===== src/rtl/seven_seg_scan_ctrl.sv =====
// Scan controller for a bank of common-anode 7-segment digits.
// Holds a display word and selects one digit at a time. Each selected digit
// gets its nibble on hex_nibble and its active-low enable on digit_n.
// A new word is staged in a pending register and copied into the displayed
// shadow only on the frame-boundary edge, so one frame never mixes old and
// new digits.
module seven_seg_scan_ctrl #(
    parameter  int NUM_DIGITS  = 8,
    parameter  int REFRESH_DIV = 50000,
    parameter  int GUARD       = 2,
    parameter  int LZ_BLANK    = 1,
    localparam int IDX_W       = (NUM_DIGITS > 1) ? $clog2(NUM_DIGITS) : 1
) (
    input  logic                    clk,
    input  logic                    reset,
    input  logic                    load,
    input  logic [4*NUM_DIGITS-1:0] value_in,
    output logic [3:0]              hex_nibble,
    output logic [NUM_DIGITS-1:0]   digit_n,
    output logic [IDX_W-1:0]        digit_idx,
    output logic                    frame_tick
);

    localparam int CNT_W = (REFRESH_DIV > 1) ? $clog2(REFRESH_DIV) : 1;

    localparam logic [CNT_W-1:0] CNT_LAST = CNT_W'(REFRESH_DIV - 1);
    localparam logic [IDX_W-1:0] IDX_LAST = IDX_W'(NUM_DIGITS - 1);

    // Nibble-addressable view of the word, so digit i is simply shadow[i].
    typedef logic [NUM_DIGITS-1:0][3:0] word_t;

    logic [CNT_W-1:0]      cnt;
    word_t                 shadow;
    word_t                 pending;
    logic                  pend_vld;
    logic                  last_cnt;
    logic                  wrap;
    logic                  guard_done;
    logic [NUM_DIGITS-1:0] lit_ok;

    // The last cycle of a slot, and the last cycle of the whole frame.
    assign last_cnt = (cnt == CNT_LAST);
    assign wrap     = last_cnt && (digit_idx == IDX_LAST);

    // Slot timer and digit index. frame_tick goes high on the cycle that
    // follows a wrap back to digit 0.
    always_ff @(posedge clk) begin
        // NOTE: sequential state uses non-blocking assignments only, so every
        // register samples its pre-edge inputs whatever the statement order.
        if (reset) begin
            cnt        <= '0;
            digit_idx  <= '0;
            frame_tick <= 1'b0;
        end else begin
            frame_tick <= wrap;
            if (last_cnt) begin
                cnt <= '0;
                if (digit_idx == IDX_LAST) digit_idx <= '0;
                else                       digit_idx <= digit_idx + 1'b1;
            end else begin
                cnt <= cnt + 1'b1;
            end
        end
    end

    // Tear-free word update. A load on an ordinary edge is parked in pending,
    // and the newest load wins. On the boundary edge, a simultaneous load goes
    // straight into shadow. Otherwise any parked word is committed.
    always_ff @(posedge clk) begin
        // NOTE: shadow and pending are plain flops, not a RAM, so they take a
        // reset. Otherwise the first frame after reset would show garbage.
        if (reset) begin
            shadow   <= '0;
            pending  <= '0;
            pend_vld <= 1'b0;
        end else if (wrap) begin
            if (load)          shadow <= value_in;
            else if (pend_vld) shadow <= pending;
            pend_vld <= 1'b0;
        end else if (load) begin
            pending  <= value_in;
            pend_vld <= 1'b1;
        end
    end

    // Leading-zero blanking. Scan from the top digit down. A digit may light
    // once any nibble at or above it is nonzero. Digit 0 may always light.
    always_comb begin
        logic nz;
        // NOTE: give every always_comb target a default first. A path that
        // leaves a variable unassigned would otherwise infer a latch.
        nz     = 1'b0;
        lit_ok = '0;
        for (int i = NUM_DIGITS - 1; i >= 0; i--) begin
            nz        = nz | (|shadow[i]);
            lit_ok[i] = nz || (i == 0) || (LZ_BLANK == 0);
        end
    end

    // The anti-ghost window covers the first GUARD cycles of every slot.
    assign guard_done = (int'(cnt) >= GUARD);

    // Output decode uses registered state only. load and value_in never reach
    // an output within the same cycle.
    always_comb begin
        hex_nibble = shadow[digit_idx];
        digit_n    = '1;
        if (guard_done && lit_ok[digit_idx]) digit_n[digit_idx] = 1'b0;
    end

endmodule


===== config.mk =====
export PLATFORM = sky130hd
export DESIGN_NAME = seven_seg_scan_ctrl
export DESIGN_NICKNAME = d
export VERILOG_FILES = /design/src/rtl/seven_seg_scan_ctrl.sv
export SDC_FILE = /design/constraint.sdc
export NUM_CORES = 1
export LEC_CHECK = 0
export ABC_AREA = 1
export CELL_PAD_IN_SITES_DETAIL_PLACEMENT = 1
export CELL_PAD_IN_SITES_GLOBAL_PLACEMENT = 1
export CORE_MARGIN = 2
export CORE_UTILIZATION = 35
export DETAILED_ROUTE_END_ITERATION = 10
export GPL_ROUTABILITY_DRIVEN = 0
export HOLD_SLACK_MARGIN = 0.12
export PLACE_DENSITY = 0.69
export SETUP_SLACK_MARGIN = 0.02
export SYNTH_ARGS = -nofsm -noshare
export SYNTH_HDL_FRONTEND = slang
export SYNTH_SLANG_ARGS = --single-unit

===== constraint.sdc =====
create_clock -name clk -period 4.14 [get_ports clk]
set_clock_uncertainty 0.15 [all_clocks]
set_input_delay 1.242 -clock clk [delete_from_list [all_inputs] [get_ports clk]]
set_output_delay 1.242 -clock clk [all_outputs]
set_load 0.01 [all_outputs]

* Word-level counts from Yosys, hierarchy flattened
Cells that the tools add are included.
Storage, ports and cells: word-level logic and storage cells 60, input port bits 35, register bits after elaboration 85
Operators by class: reductions and logical operators 15, magnitude comparators 3, multiplexer cells 10, add/subtract/negate cells 2, bitwise operators 8, equality and inequality tests 2
Operators by type and width (number):
- 32-bit 2-to-1 mux | 2
- 4-bit OR reduction | 7
- 16-bit by 1-bit adder with 16-bit output (second input constant) | 1
- 16-bit == test (second input constant) | 1
- 16-bit by 2-bit >= comparator with 1-bit output (second input constant) | 1
- 4-bit binary-select mux with 3-bit select | 1
- 8-bit 2-to-1 mux | 1
- 8-bit inverter | 1
- 1-bit OR | 6
- 3-bit by 4-bit less-than comparator with 1-bit output (second input constant) | 1
- 4-bit 2-to-1 mux | 1
- 2-bit AND reduction | 2
- 2-bit OR reduction | 2
- 3-bit by 1-bit adder with 3-bit output (second input constant) | 1
- 1-bit binary-select mux with 3-bit select | 1
- 1-bit demux with 3-bit select | 1
- 3-bit == test (second input constant) | 1
- 3-bit by 1-bit >= comparator with 1-bit output (second input constant) | 1
- 1-bit logical AND | 3
- 3-bit 2-to-1 mux | 1
- 1-bit 2-to-1 mux | 2
- 2-bit nonzero test | 1
- 1-bit inverter | 1

* Depth between registers and ports, before layout
Gate-level depths: netlist of the first run.
depth in word-level cells 11, mapped depth 10

* Least setup slack after synthesis of the first run
No wires, ideal clock.
path kind register to output, start point register digit_idx[0], end point output digit_n[0], path slack 1400 ps, required time 2748 ps, data arrival time 1348 ps, cell stages (with the launch flop) 8, path buffers 1, cell sequence dfxtp_1 > clkbuf_1 > inv_1 > o21ai_0 > nand3_1 > nor2_1 > nand3_1 > nand3_1
Between the ends: word-level cells in the longest chain between the ends 6
RTL lines:
- start: declaration | line 20 | output logic [IDX_W-1:0] digit_idx,
- start signal: assignment | line 59 | else digit_idx <= digit_idx + 1'b1;
- 3-bit by 4-bit less-than comparator with 1-bit output (implied by the code) / 3-bit by 1-bit >= comparator with 1-bit output (equally long branches) | line 108 | if (guard_done && lit_ok[digit_idx]) digit_n[digit_idx] = 1'b0;
- 1-bit logical AND (implied by the code) | line 108
- 1-bit 2-to-1 mux (implied by the code) | line 108
- 1-bit demux with 3-bit select | line 108
- 8-bit inverter (no line)
- 8-bit 2-to-1 mux * | line 108
- end: declaration | line 19 | output logic [NUM_DIGITS-1:0] digit_n,
Mark *: on every way between the ends. The rest lies on a longest branch, timed or not. The select of a mux whose other input is x is not followed.

* Worst setup path in the final report of the first run
start point register digit_idx[2], end point output digit_n[6]
The elaborated chain is that of the path after synthesis.

==> flow_metrics.tcl, run 1 <==
set metrics [dict create \
    status "completed" \
    synth_seq_cells 85 \
    synthCells 690 \
    worstPathRequired_ps 2750 \
    syn_nets 729 \
    path_max_fanout 8 \
    min_from "cnt[0]$_SDFF_PP0_" \
    antenna_found_initial 0 \
    grt-ovfl-total 0 \
    die-width_um 118 \
    start_kind "flip-flop" \
    cap_violations 0 \
    synth_area_um2 4540 \
    r2r_start "digit_idx[0]$_SDFFE_PP0N_" \
    grt_pass1_vias 4484 \
    slew_headroom_pct 46.6 \
    fin_cells 900 \
    io_pins 51 \
    tightest_slew_ps 800 \
    die-height_um 118 \
    arrival_ps 2410 \
    post-cts-setup-buffers 0 \
    cts_tree "done" \
    ys_types 30 \
    fin_area_um2 5450 \
    powerDensity_nw_per_um2 338 \
    wire_per_inst_um 13.8 \
    hold_class "reg -> reg" \
    setup_viol 0 \
    start_util_pct 36.0 \
    dieArea_um2 13900 \
    fin_hold_ws_ps 320 \
    n_antenna_cell 0 \
    synth.yosys.warnings 0 \
    numCtsBuffers 9 \
    hpwlAfterDp_mm 9.07 \
    seq_area_frac_synth_pct 37.5 \
    drtIter0Drc 182 \
    portBuffers 50 \
    grt_use_total_pct 18.6 \
    viasPerCell 4.79 \
    dr_total_vias 4309 \
    fin_setup_tns_ps 0 \
    peakVddDrop_mv 0.143 \
    clk_latency_ps 350 \
    timing.final.crit_period_ps 3800 \
    power_leakage_nw 2.57 \
    cp-startpoint "digit_idx[2]$_SDFFE_PP0N_" \
    clkTransAtPathRegs_ps 60 \
    htreeDepth 3 \
    slew_viol_final 0 \
    std_cell_rows 41 \
    place_area_um2 5150 \
    finalNetCount 762 \
    cts_hold_buf 0 \
    period_share_pct 91.8 \
    clk_root_buffer_cell "clkbuf_16" \
    place_inst 884 \
    drtPass1Iterations 4 \
    area_growth_pct 20.0 \
    routed_wl_mm 12.4 \
    grt_pass1_wl_mm 21.2 \
    cts_buffer_depth 2 \
    clock_sinks 85 \
    hold_viol_final 0 \
    avgSynthCellArea_um2 6.58 \
    core_um2 12600 \
    drc 0 \
    end_kind "output port" \
    detail-route-antenna-nets 0 \
    rsz0062_at_grt "no" \
    grt_max_degree 52 \
    fmax_mhz 263 \
    worstSetupPathType "reg -> out" \
    drive_above_1_share_pct 9.07 \
    nFillCells 1666 \
]
per-stage QoR:
step | util (%) | setup slack [ps] | power, mW
after floorplan | - | 1400 | 0.976
after global placement | 40.8 | 777 | 1.03
after detailed placement | 40.8 | 602 | 1.04
after CTS | 43.1 | 228 | 1.86
after global routing | 43.2 | 106 | 1.91
final | 43.2 | 340 | 1.84
report_power, final:
part / internal (mW) / switching, mW / total, mW
combinational: 0.0849 / 0.0799 / 0.165
sequential: 0.843 / 0.0130 / 0.856
clock: 0.483 / 0.337 / 0.819
total: 1.41 / 0.430 / 1.84
final cells by class:
| type | instances | area [um^2] | share of cell area [%] |
|---|---|---|---|
| clock buffer | 12 | 246 | 4.52 |
| clock inverter | 4 | 47.5 | 0.873 |
| inverter | 86 | 323 | 5.93 |
| multi-input combinational | 482 | 2350 | 43.2 |
| sequential | 85 | 1700 | 31.2 |
| tap | 172 | 215 | 3.95 |
| timing repair buffer | 59 | 563 | 10.3 |
per-layer routing:
metal  up-vias  global-route usage [%]  share of wire (%)
li1       2235                       -                  -
met2        42                    32.3                 49
met1      2020                    23.5                 47
met3        12                    2.86                2.5
met4         0                    6.33                1.4
met5         -                       0                  0
critical path: stages (launching register included):
cell and delay, ps:
dfxtp_1 410, inv_1 120, nor2_2 230, nand2_1 120, nand2_1 90, nand2_1 60
nand2_1 60, nand3_1 260, nand3_1 160, clkdlybuf4s50_1 560
state kept, by name, indices dropped and copies added, names as in the netlist:
register / cells
cnt: 16
pend_vld: 1
pending: 32
frame_tick: 1
shadow: 32
digit_idx: 3
synthesized netlist by cell type (all sizes together):
| library cell | n | area (um^2) |
|---|---|---|
| nor2 | 146 | 551 |
| nand2 | 144 | 541 |
| dfxtp | 85 | 1700 |
| inv | 85 | 319 |
| nand3 | 55 | 280 |
| a21oi | 54 | 270 |
| mux2 | 32 | 360 |
| clkbuf | 23 | 86.3 |
| o21ai | 16 | 80.1 |
| buf | 14 | 85.1 |
| nand4 | 8 | 50.1 |
| o211ai | 5 | 37.5 |
| ha | 4 | 50.1 |
| or2 | 4 | 25.0 |
| nor3 | 3 | 15.0 |
| xor2 | 3 | 26.3 |
| nor3b | 2 | 15.0 |
| nor4 | 2 | 12.5 |
| a31oi | 1 | 6.26 |
| clkinv | 1 | 3.75 |
| nand3b | 1 | 7.51 |
| o2111ai | 1 | 8.76 |
| o21bai | 1 | 7.51 |
layout by cell type (no fill, tap or decap), drive strengths merged, types with 4 or more instances in the layout:
cell type	synthesis	final
ha	4	4
dfxtp	85	85
nand3	55	55
mux2	32	32
o21ai	16	16
nand4	8	8
o211ai	5	5
nor2	146	146
clkdlybuf4s50	0	49
nand2	144	144
inv	85	86
or2	4	4
a21oi	54	54
clkbuf	23	12
buf	14	10
final timing paths:
kind	cells past startpoint	slack (ps)	endpoint
worst max-delay path	9	340	digit_n[6]
worst min-delay path	1	320	cnt[0]$_SDFF_PP0_
worst max register to register	7	1400	pending[26]$_SDFFE_PP0P_
worst min register to register	1	320	cnt[0]$_SDFF_PP0_
cells by family (layout without fill, tap and decap cells):
family,after synthesis,in the layout,share of synthesized area [%]
multiplexers,32,32,7.94
buffers and inverters,123,161,10.9
flip-flops,85,85,37.5
AND/OR/NAND/NOR,365,365,33.0
adder cells (fa/ha/maj),4,4,1.10
XOR/XNOR,3,3,0.579
AO/OA/AOI/OAI,78,78,9.04
repair_timing:
| item | 4_1_cts | 5_1_grt |
|---|---|---|
| endpoints found under the hold margin | 0 | 0 |
| gates resized for setup | 0 | 1 |
| setup endpoints to repair | 0 | 7 |
No activity file was read; power rests on OpenSTA's default activity.
==> run 2, diff against run 1 <==
- PLACE_DENSITY: 0.69 -> 0.8
==> flow_metrics.tcl, run 2 (synthesized netlist as in run 1, its figures left out) <==
set metrics [dict create \
    wire_per_inst_um 14.2 \
    dieArea_um2 13900 \
    worst_r2r_path_depth 7 \
    n_antenna_cell 0 \
    detail-route-antenna-nets 0 \
    io_pins 51 \
    routed_wl_mm 12.8 \
    clkTransAtPathRegs_ps 60 \
    power_leakage_nw 2.55 \
    cts_hold_buf 0 \
    worstPathRequired_ps 2750 \
    ff2ff_setup_slack_ps 1370 \
    core_um2 12600 \
    start_util_pct 36.0 \
    crit_path_top_delay_cell "clkdlybuf4s50_1" \
    crit_chain "inv_1, nor2_2, nand2_1, nand2_1, nand2_1, nand2_1, nand3_1, nand3_1, clkdlybuf4s50_1" \
    die-width_um 118 \
    cts_buffer_depth 2 \
    final_cell_mix "nor2_1 (144), nand2_1 (144), dfxtp_1 (85)" \
    hold_class "reg -> reg" \
    drc 0 \
    path_max_fanout 8 \
    dp_slack_ps 594 \
    arrival_ps 2400 \
    met2_usage_pct 34.3 \
    drtPass1Iterations 4 \
    post_cts_resized 0 \
    met3_usage_pct 5.43 \
    nFillCells 1677 \
    power_mw 1.80 \
    timing.final.crit_period_ps 3790 \
    cap_violations 0 \
    tightest_slew_ps 971 \
    start_kind "flip-flop" \
    dr_total_vias 4331 \
    r2r_start "digit_idx[0]$_SDFFE_PP0N_" \
    cts_tree "done" \
    fin_hold_ws_ps 325 \
    hpwlAfterDp_mm 9.12 \
    final_util_pct 42.9 \
    clock_sinks 85 \
    hold_viol_final 0 \
    viasPerCell 4.83 \
    grt.busiest_layer "met2" \
    grt_max_degree 97 \
    regToRegEndpoint "shadow[7]$_SDFFE_PP0P_" \
    fin_setup_tns_ps 0 \
    grt_pass1_vias 4587 \
    rsz0062_at_grt "no" \
    cp-startpoint "digit_idx[2]$_SDFFE_PP0N_" \
    drtIter0Drc 203 \
    grt_use_total_pct 19.2 \
    setup_viol 0 \
    clk_root_buffer_cell "clkbuf_16" \
    std_cell_rows 41 \
    htreeDepth 3 \
    portBuffers 50 \
    area_growth_pct 19.2 \
    numCtsBuffers 9 \
    slowest_delay_ps 550 \
    slew_headroom_pct 35.3 \
    powerDensity_nw_per_um2 332 \
    peakVddDrop_mv 0.182 \
    post-cts-setup-buffers 0 \
    fmax_mhz 264 \
    grt-ovfl-total 0 \
    end_kind "output port" \
    die-height_um 118 \
    critical_path.most_common_cell "nand2_1" \
    crit_end "digit_n[6]" \
    status "completed" \
    clk_latency_ps 350 \
    period_share_pct 91.7 \
    top_regs "pending (32), shadow (32), cnt (16)" \
    slew_viol_final 0 \
    antenna_found_initial 0 \
    finalNetCount 759 \
    fin_ws_ps 345 \
    worstSetupPathType "reg -> out" \
    grt_pass1_wl_mm 21.7 \
    drive_above_1_share_pct 8.43 \
    met1_usage_pct 22.5 \
]
run 2: through the flow:
step / std cells / area, um^2
after floorplan: 690 / 4540
after global placement: 881 / 5130
after detailed placement: 881 / 5130
after CTS: 896 / 5410
after global routing: 896 / 5410
final: 896 / 5410
run 2: worst min path at each step:
| stage | to | start | depth (start not counted) | slack [ps] |
|---|---|---|---|---|
| final | cnt[0]$_SDFF_PP0_ | cnt[0]$_SDFF_PP0_ | 1 | 330 |
| after global routing | pending[1]$_SDFFE_PP0P_ | pending[1]$_SDFFE_PP0P_ | 2 | 350 |
| after CTS | cnt[0]$_SDFF_PP0_ | cnt[0]$_SDFF_PP0_ | 1 | 330 |
| after detailed placement | cnt[0]$_SDFF_PP0_ | cnt[0]$_SDFF_PP0_ | 1 | 320 |
| after global placement | cnt[0]$_SDFF_PP0_ | cnt[0]$_SDFF_PP0_ | 1 | 290 |
| after floorplan | cnt[0]$_SDFF_PP0_ | cnt[0]$_SDFF_PP0_ | 1 | 280 |
run 2: cell type report:
| class | count | area, um^2 | area share [%] |
|---|---|---|---|
| multi-input cells | 482 | 2350 | 43.5 |
| clock buffers | 14 | 274 | 5.06 |
| inverters | 86 | 323 | 5.97 |
| clock inverters | 1 | 5.00 | 0.0925 |
| well taps | 172 | 215 | 3.98 |
| flip-flops and latches | 85 | 1700 | 31.5 |
| repair buffers | 56 | 541 | 9.99 |
run 2: metal layers:
metal / routed length [um] / vias to the layer above
li1: - / 2227
met1: 5770 / 2041
met2: 6390 / 50
met3: 392 / 13
met4: 212 / 0
met5: 0 / -
run 2: power by group:
group / internal, mW / total (mW) / switching, mW
Sequential: 0.843 / 0.856 / 0.0136
Combinational: 0.0841 / 0.166 / 0.0819
Clock: 0.452 / 0.776 / 0.324
run 2: critical path: cells and delay by family, from the launching register on:
family | cells | cell delay (ps)
and+or+nand+nor | 7 | 960
buffers and inverters | 2 | 670
DFF | 1 | 420
==> patch 1, RTL diff (settings of run 2) <==
The output `frame_tick` loses its register stage (`frame_tick` becomes a continuous assignment). Comments in the files are not updated.
--- a/src/rtl/seven_seg_scan_ctrl.sv
+++ b/src/rtl/seven_seg_scan_ctrl.sv
@@ -50,9 +50,7 @@
         if (reset) begin
             cnt        <= '0;
             digit_idx  <= '0;
-            frame_tick <= 1'b0;
         end else begin
-            frame_tick <= wrap;
             if (last_cnt) begin
                 cnt <= '0;
                 if (digit_idx == IDX_LAST) digit_idx <= '0;
@@ -62,6 +60,8 @@
             end
         end
     end
+
+    assign frame_tick = wrap;
 
     // Tear-free word update. A load on an ordinary edge is parked in pending,
     // and the newest load wins. On the boundary edge, a simultaneous load goes
Behaviour: no difference found for any inputs over 10 cycles, from zero or initial values and one cycle with reset high; that may be too few to reach the edited logic, so the function may still have changed.
==> patch 1 against run 2 <==
Synthesized cell count decreased by 0.43%; wire length decreased by 0.14%; final area increased by 0.14%; critical path depth unchanged; synthesized area decreased by 0.30%; critical path type unchanged; largest power group unchanged; worst setup slack got worse by 76 ps; critical endpoint is now digit_n[2]; total power increased by 2.8%; sequential cell count decreased by 1.
==> patch 1: results (changes against run 2) <==
## Global route
• total track usage: 18.8%, was 19.2%
• maximum number of pins on one net before global-route repair: 66, was 97
• wire length of the first global-routing pass: 21.2 mm, was 21.7 mm

## Yosys
• Post-Synthesis Net Count: 726, was 729
• Netlist cell types: 29, was 30
• fraction of the yosys area taken by sequential cells: 37.2%, was 37.5%
• Synth area leaders: dfxtp_1 37%, nand2_1 12%, nor2_1 12%, mux2_2 8.0%, inv_1 7.1%, was dfxtp_1 37%, nor2_1 12%, nand2_1 12%, mux2_2 7.9%, inv_1 6.9%
• synthesized area per cell: 6.59 um2, was 6.58 um2
• Synth top cells by count: 144 x nand2_1, 139 x nor2_1, 85 x inv_1, was 145 x nor2_1, 144 x nand2_1, 85 x dfxtp_1

## Routing
• initial detailed-routing violation count: 249, was 203
• vias per std cell: 4.83, about the same
• Post-Route WL: 12.7 mm, was 12.8 mm
• total vias in the final route: 4324, was 4331

## Final layout
• Layout Nets: 757, was 759
• Layout fillers: 1674, was 1677
• fraction of final layout cells with drive strength greater than 1: 8.85%, was 8.43%

## Placement
• post-detail-place hpwl: 8.97 mm, was 9.12 mm
• placed cell areas: 0.00511 mm2, was 0.00513 mm2
• placed insts: 879, was 881
• dpl ws: 685 ps, was 594 ps

## STA
• slew margin rel.: 56.0%, was 35.3%

## Power and ir drop
• Max VDD drop: 156 uV, was 182 uV
• leak pwr: 2.57 nW, was 2.55 nW

## Run status
• outcome: complete, no violations, unchanged

## Clock network
• CTS Root Buffer Type: clkbuf_16, unchanged
• number of H-tree branching levels: 3, unchanged
• number of buffers inserted to repair setup after CTS: 0, unchanged

## Worst setup path
• Arrival @ worst endpoint: 2480 ps, was 2400 ps

patch 1: area by class of cell:
cell class / instances / area [um2] / area share (%)
Sequential cell: 84 / 1680 / 31.0
Clock buffer: 12 / 256 / 4.73
Timing Repair Buffer: 57 / 548 / 10.1
Inverter: 87 / 327 / 6.03
Clock inverter: 4 / 47.5 / 0.878
Tap cell: 172 / 215 / 3.97
Multi-Input combinational cell: 479 / 2340 / 43.2
patch 1: worst paths after layout:
path	from	end	slack, ps	depth (start not counted)
setup reg to reg	digit_idx[0]$_SDFFE_PP0N_	pending[7]$_SDFFE_PP0P_	1840	8
hold / removal	cnt[0]$_SDFF_PP0_	cnt[0]$_SDFF_PP0_	330	1
hold reg to reg	cnt[0]$_SDFF_PP0_	cnt[0]$_SDFF_PP0_	330	1
setup / recovery	digit_idx[2]$_SDFFE_PP0N_	digit_n[2]	270	9
patch 1: where the power goes:
group | switching (W) | total [W] | internal (W)
combinational | 0.0000807 | 0.000165 | 0.0000840
sequential | 0.0000137 | 0.000847 | 0.000833
clock | 0.000339 | 0.000838 | 0.000498
patch 1: metal layers:
| layer | up-vias | track usage, % | part of all wire [%] |
|---|---|---|---|
| li1 | 2216 | - | - |
| met5 | - | 0 | 0 |
| met1 | 2039 | 24.9 | 49 |
| met3 | 11 | 4.36 | 3.8 |
| met2 | 58 | 30.3 | 46 |
| met4 | 0 | 5.65 | 1.3 |
patch 1: kinds of logic after synthesis:
group,after synthesis,synth area share (%)
fa+ha+maj,4,1.11
simple gates,362,33.0
mux,32,7.96
flops,84,37.2
xor+xnor,3,0.581
compound gates,78,9.07
buf+inv,124,11.1
patch 1: worst max-delay path: cells and delay by family, from the launching register on:
family | cells | cell delay [ps]
flops | 1 | 440
simple gates | 7 | 1010
buf+inv | 2 | 680
==> patch 2, RTL diff (settings of run 2) <==
Made on the original files. Change the parameter `REFRESH_DIV` from 50000 to 25000.
--- a/src/rtl/seven_seg_scan_ctrl.sv
+++ b/src/rtl/seven_seg_scan_ctrl.sv
@@ -6,7 +6,7 @@
 // new digits.
 module seven_seg_scan_ctrl #(
     parameter  int NUM_DIGITS  = 8,
-    parameter  int REFRESH_DIV = 50000,
+    parameter  int REFRESH_DIV = 25000,
     parameter  int GUARD       = 2,
     parameter  int LZ_BLANK    = 1,
     localparam int IDX_W       = (NUM_DIGITS > 1) ? $clog2(NUM_DIGITS) : 1
Check against the original RTL: same outputs for any inputs over 10 cycles, from zero or initial values and one cycle with reset high; that may be too few to reach the edited logic, so the function may still have changed.
==> patch 2 against run 2 <==
Global-route usage down 0.42 points; synthesized cell count down 5.2%; fmax up 0.15%; worst setup slack better by 5.8 ps; wire length up 0.89%; total power down 0.19%; sequential cell count down 1; synthesized area up 0.44%; via count down 1.2%; largest cell class unchanged; largest power group unchanged; final area about the same.
==> patch 2: results (changes against run 2) <==
## Run status
• outcome: complete, no violations, unchanged

## Final layout
• fraction of final layout cells with drive strength greater than 1: 12.3%, was 8.43%
• Layout Nets: 723, was 759
• Layout fillers: 1633, was 1677
• diode count: 0, unchanged
• leading registers by flop count: pending (32), shadow (32), cnt (15), was pending (32), shadow (32), cnt (16)

## Global route
• total track usage: 18.7%, was 19.2%
• via count of the first global-routing pass: 4422, was 4587
• maximum number of pins on one net before global-route repair: 97, unchanged
• antenna violations before repair: 0, unchanged
• wire length of the first global-routing pass: 21.3 mm, was 21.7 mm

## Routing
• routed wire length per instance: 15.0 um, was 14.2 um
• total vias in the final route: 4279, was 4331
• initial detailed-routing violation count: 186, was 203
• DRT Pass-1 Iters: 4, unchanged

## Placement
• post-detail-place hpwl: 9.04 mm, was 9.12 mm
• IO buf count: 50, unchanged

## Yosys
• fraction of the yosys area taken by sequential cells: 36.9%, was 37.5%
• Synth Flop Type: dfxtp_1, unchanged
• synth warn: 0, unchanged
• Netlist cell types: 29, was 30
• Synth top cells by count: 139 x nand2_1, 115 x nor2_1, 84 x dfxtp_1, was 145 x nor2_1, 144 x nand2_1, 85 x dfxtp_1
• Synth area leaders: dfxtp_1 37%, nand2_1 11%, nor2_1 9.5%, mux2_2 7.9%, a21oi_1 5.7%, was dfxtp_1 37%, nor2_1 12%, nand2_1 12%, mux2_2 7.9%, inv_1 6.9%
• Post-Synthesis Net Count: 693, was 729
• fraction of registers with async set/reset: 0%, unchanged
• library cell with the highest instance count after synthesis: nand2_1, was nor2_1

## Worst setup path
• crit-path max cell delay: 560 ps
• Arrival @ worst endpoint: 2400 ps, about the same
• cell family contributing the most delay on the critical path: simple AND/OR/NAND/NOR gates, unchanged
• maximum fanout count along the critical path: 8, unchanged
• cell with the biggest individual delay on the critical path: clkdlybuf4s50_1, unchanged

## Power and ir drop
• leak pwr: 2.39 nW, was 2.55 nW
• internal power: 0.00138 W, about the same
• Max VDD drop: 149 uV, was 182 uV

## Clock network
• post-CTS clock slew at the launch and capture registers of the worst setup and hold paths: 60 ps, about the same
• CTS Root Buffer Type: clkbuf_16, unchanged
• clock tree buffer depth: 2, unchanged
• CTS Buf Count: 9, unchanged
• number of H-tree branching levels: 3, unchanged
• source-to-sink clock delay at the later pin of the worst-skew pair: 350 ps, about the same

## Min path
• hold crit path type: reg2reg, unchanged

## STA
• slew margin rel.: 37.9%, was 35.3%

[patch 2: cells by family (layout without fill, tap and decap cells)]
logic type | count (synthesis) | after routing | share of synthesized area, %
AOI/OAI and AO/OA | 74 | 74 | 8.37
xor gates and xnor gates | 1 | 1 | 0.192
adders and majority gates | 4 | 4 | 1.10
buffers and inverters | 94 | 129 | 8.95
DFF | 84 | 84 | 36.9
muxes | 32 | 32 | 7.90
and+or+nand+nor | 365 | 365 | 36.6
[patch 2: path summary, 6_finish.rpt]
path / slack [ps] / end / depth (start not counted) / from
min: 320 / cnt[0]$_SDFF_PP0_ / 1 / cnt[0]$_SDFF_PP0_
min reg2reg: 320 / cnt[0]$_SDFF_PP0_ / 1 / cnt[0]$_SDFF_PP0_
max: 350 / digit_n[4] / 9 / digit_idx[2]$_SDFFE_PP0N_
max reg2reg: 1520 / pending[0]$_SDFFE_PP0P_ / 8 / digit_idx[0]$_SDFFE_PP0N_
[patch 2: metrics by stage]
stage / instances / utilization, % / setup slack (ps) / instance area (um2)
final: 861 / 42.7 / 351 / 5420
after global routing: 861 / 42.7 / 136 / 5420
after CTS: 861 / 42.7 / 257 / 5410
after detailed placement: 845 / 40.5 / 634 / 5130
after global placement: 845 / 40.5 / 799 / 5130
after floorplan: 654 / - / 1380 / 4560
[patch 2: timing repair]
action,CTS,global route
setup buffers,0,0
gates resized for setup,0,1
endpoints found under the setup margin,0,1
[patch 2: layout make-up]
type | count | area [um2] | share of cell area, %
timing repair buffer | 55 | 546 | 10.1
clock buffer | 15 | 278 | 5.13
sequential | 84 | 1680 | 31.1
multi-input combinational | 476 | 2470 | 45.7
clock inverter | 1 | 5.00 | 0.0924
inverter | 58 | 218 | 4.02
tap | 172 | 215 | 3.97
[patch 2: worst register-to-register path, cell delays in order (launching register included)]
cell and delay (ps):
dfxtp_1 350, buf_4 320, ha_1 220, ha_1 240, nand3_2 450, buf_4 460, nand3b_1 200, nand2_1 70
nor2_1 110
[patch 2: power by group through the flow]
stage	registers (W)	clock network, W	logic [W]
finish	0.000846	0.000782	0.000167
global route	0.000849	0.000836	0.000184
CTS	0.000846	0.000794	0.000169
detailed placement	0.000864	0	0.000167
global placement	0.000862	0	0.000160
floorplan	0.000860	0	0.000107
[patch 2: metal layers]
| layer | global-route usage [%] | wire length, um |
|---|---|---|
| met2 | 32.9 | 6350 |
| met1 | 22.6 | 5900 |
| met3 | 3.14 | 376 |
| met5 | 0 | 0 |
| met4 | 7.83 | 253 |
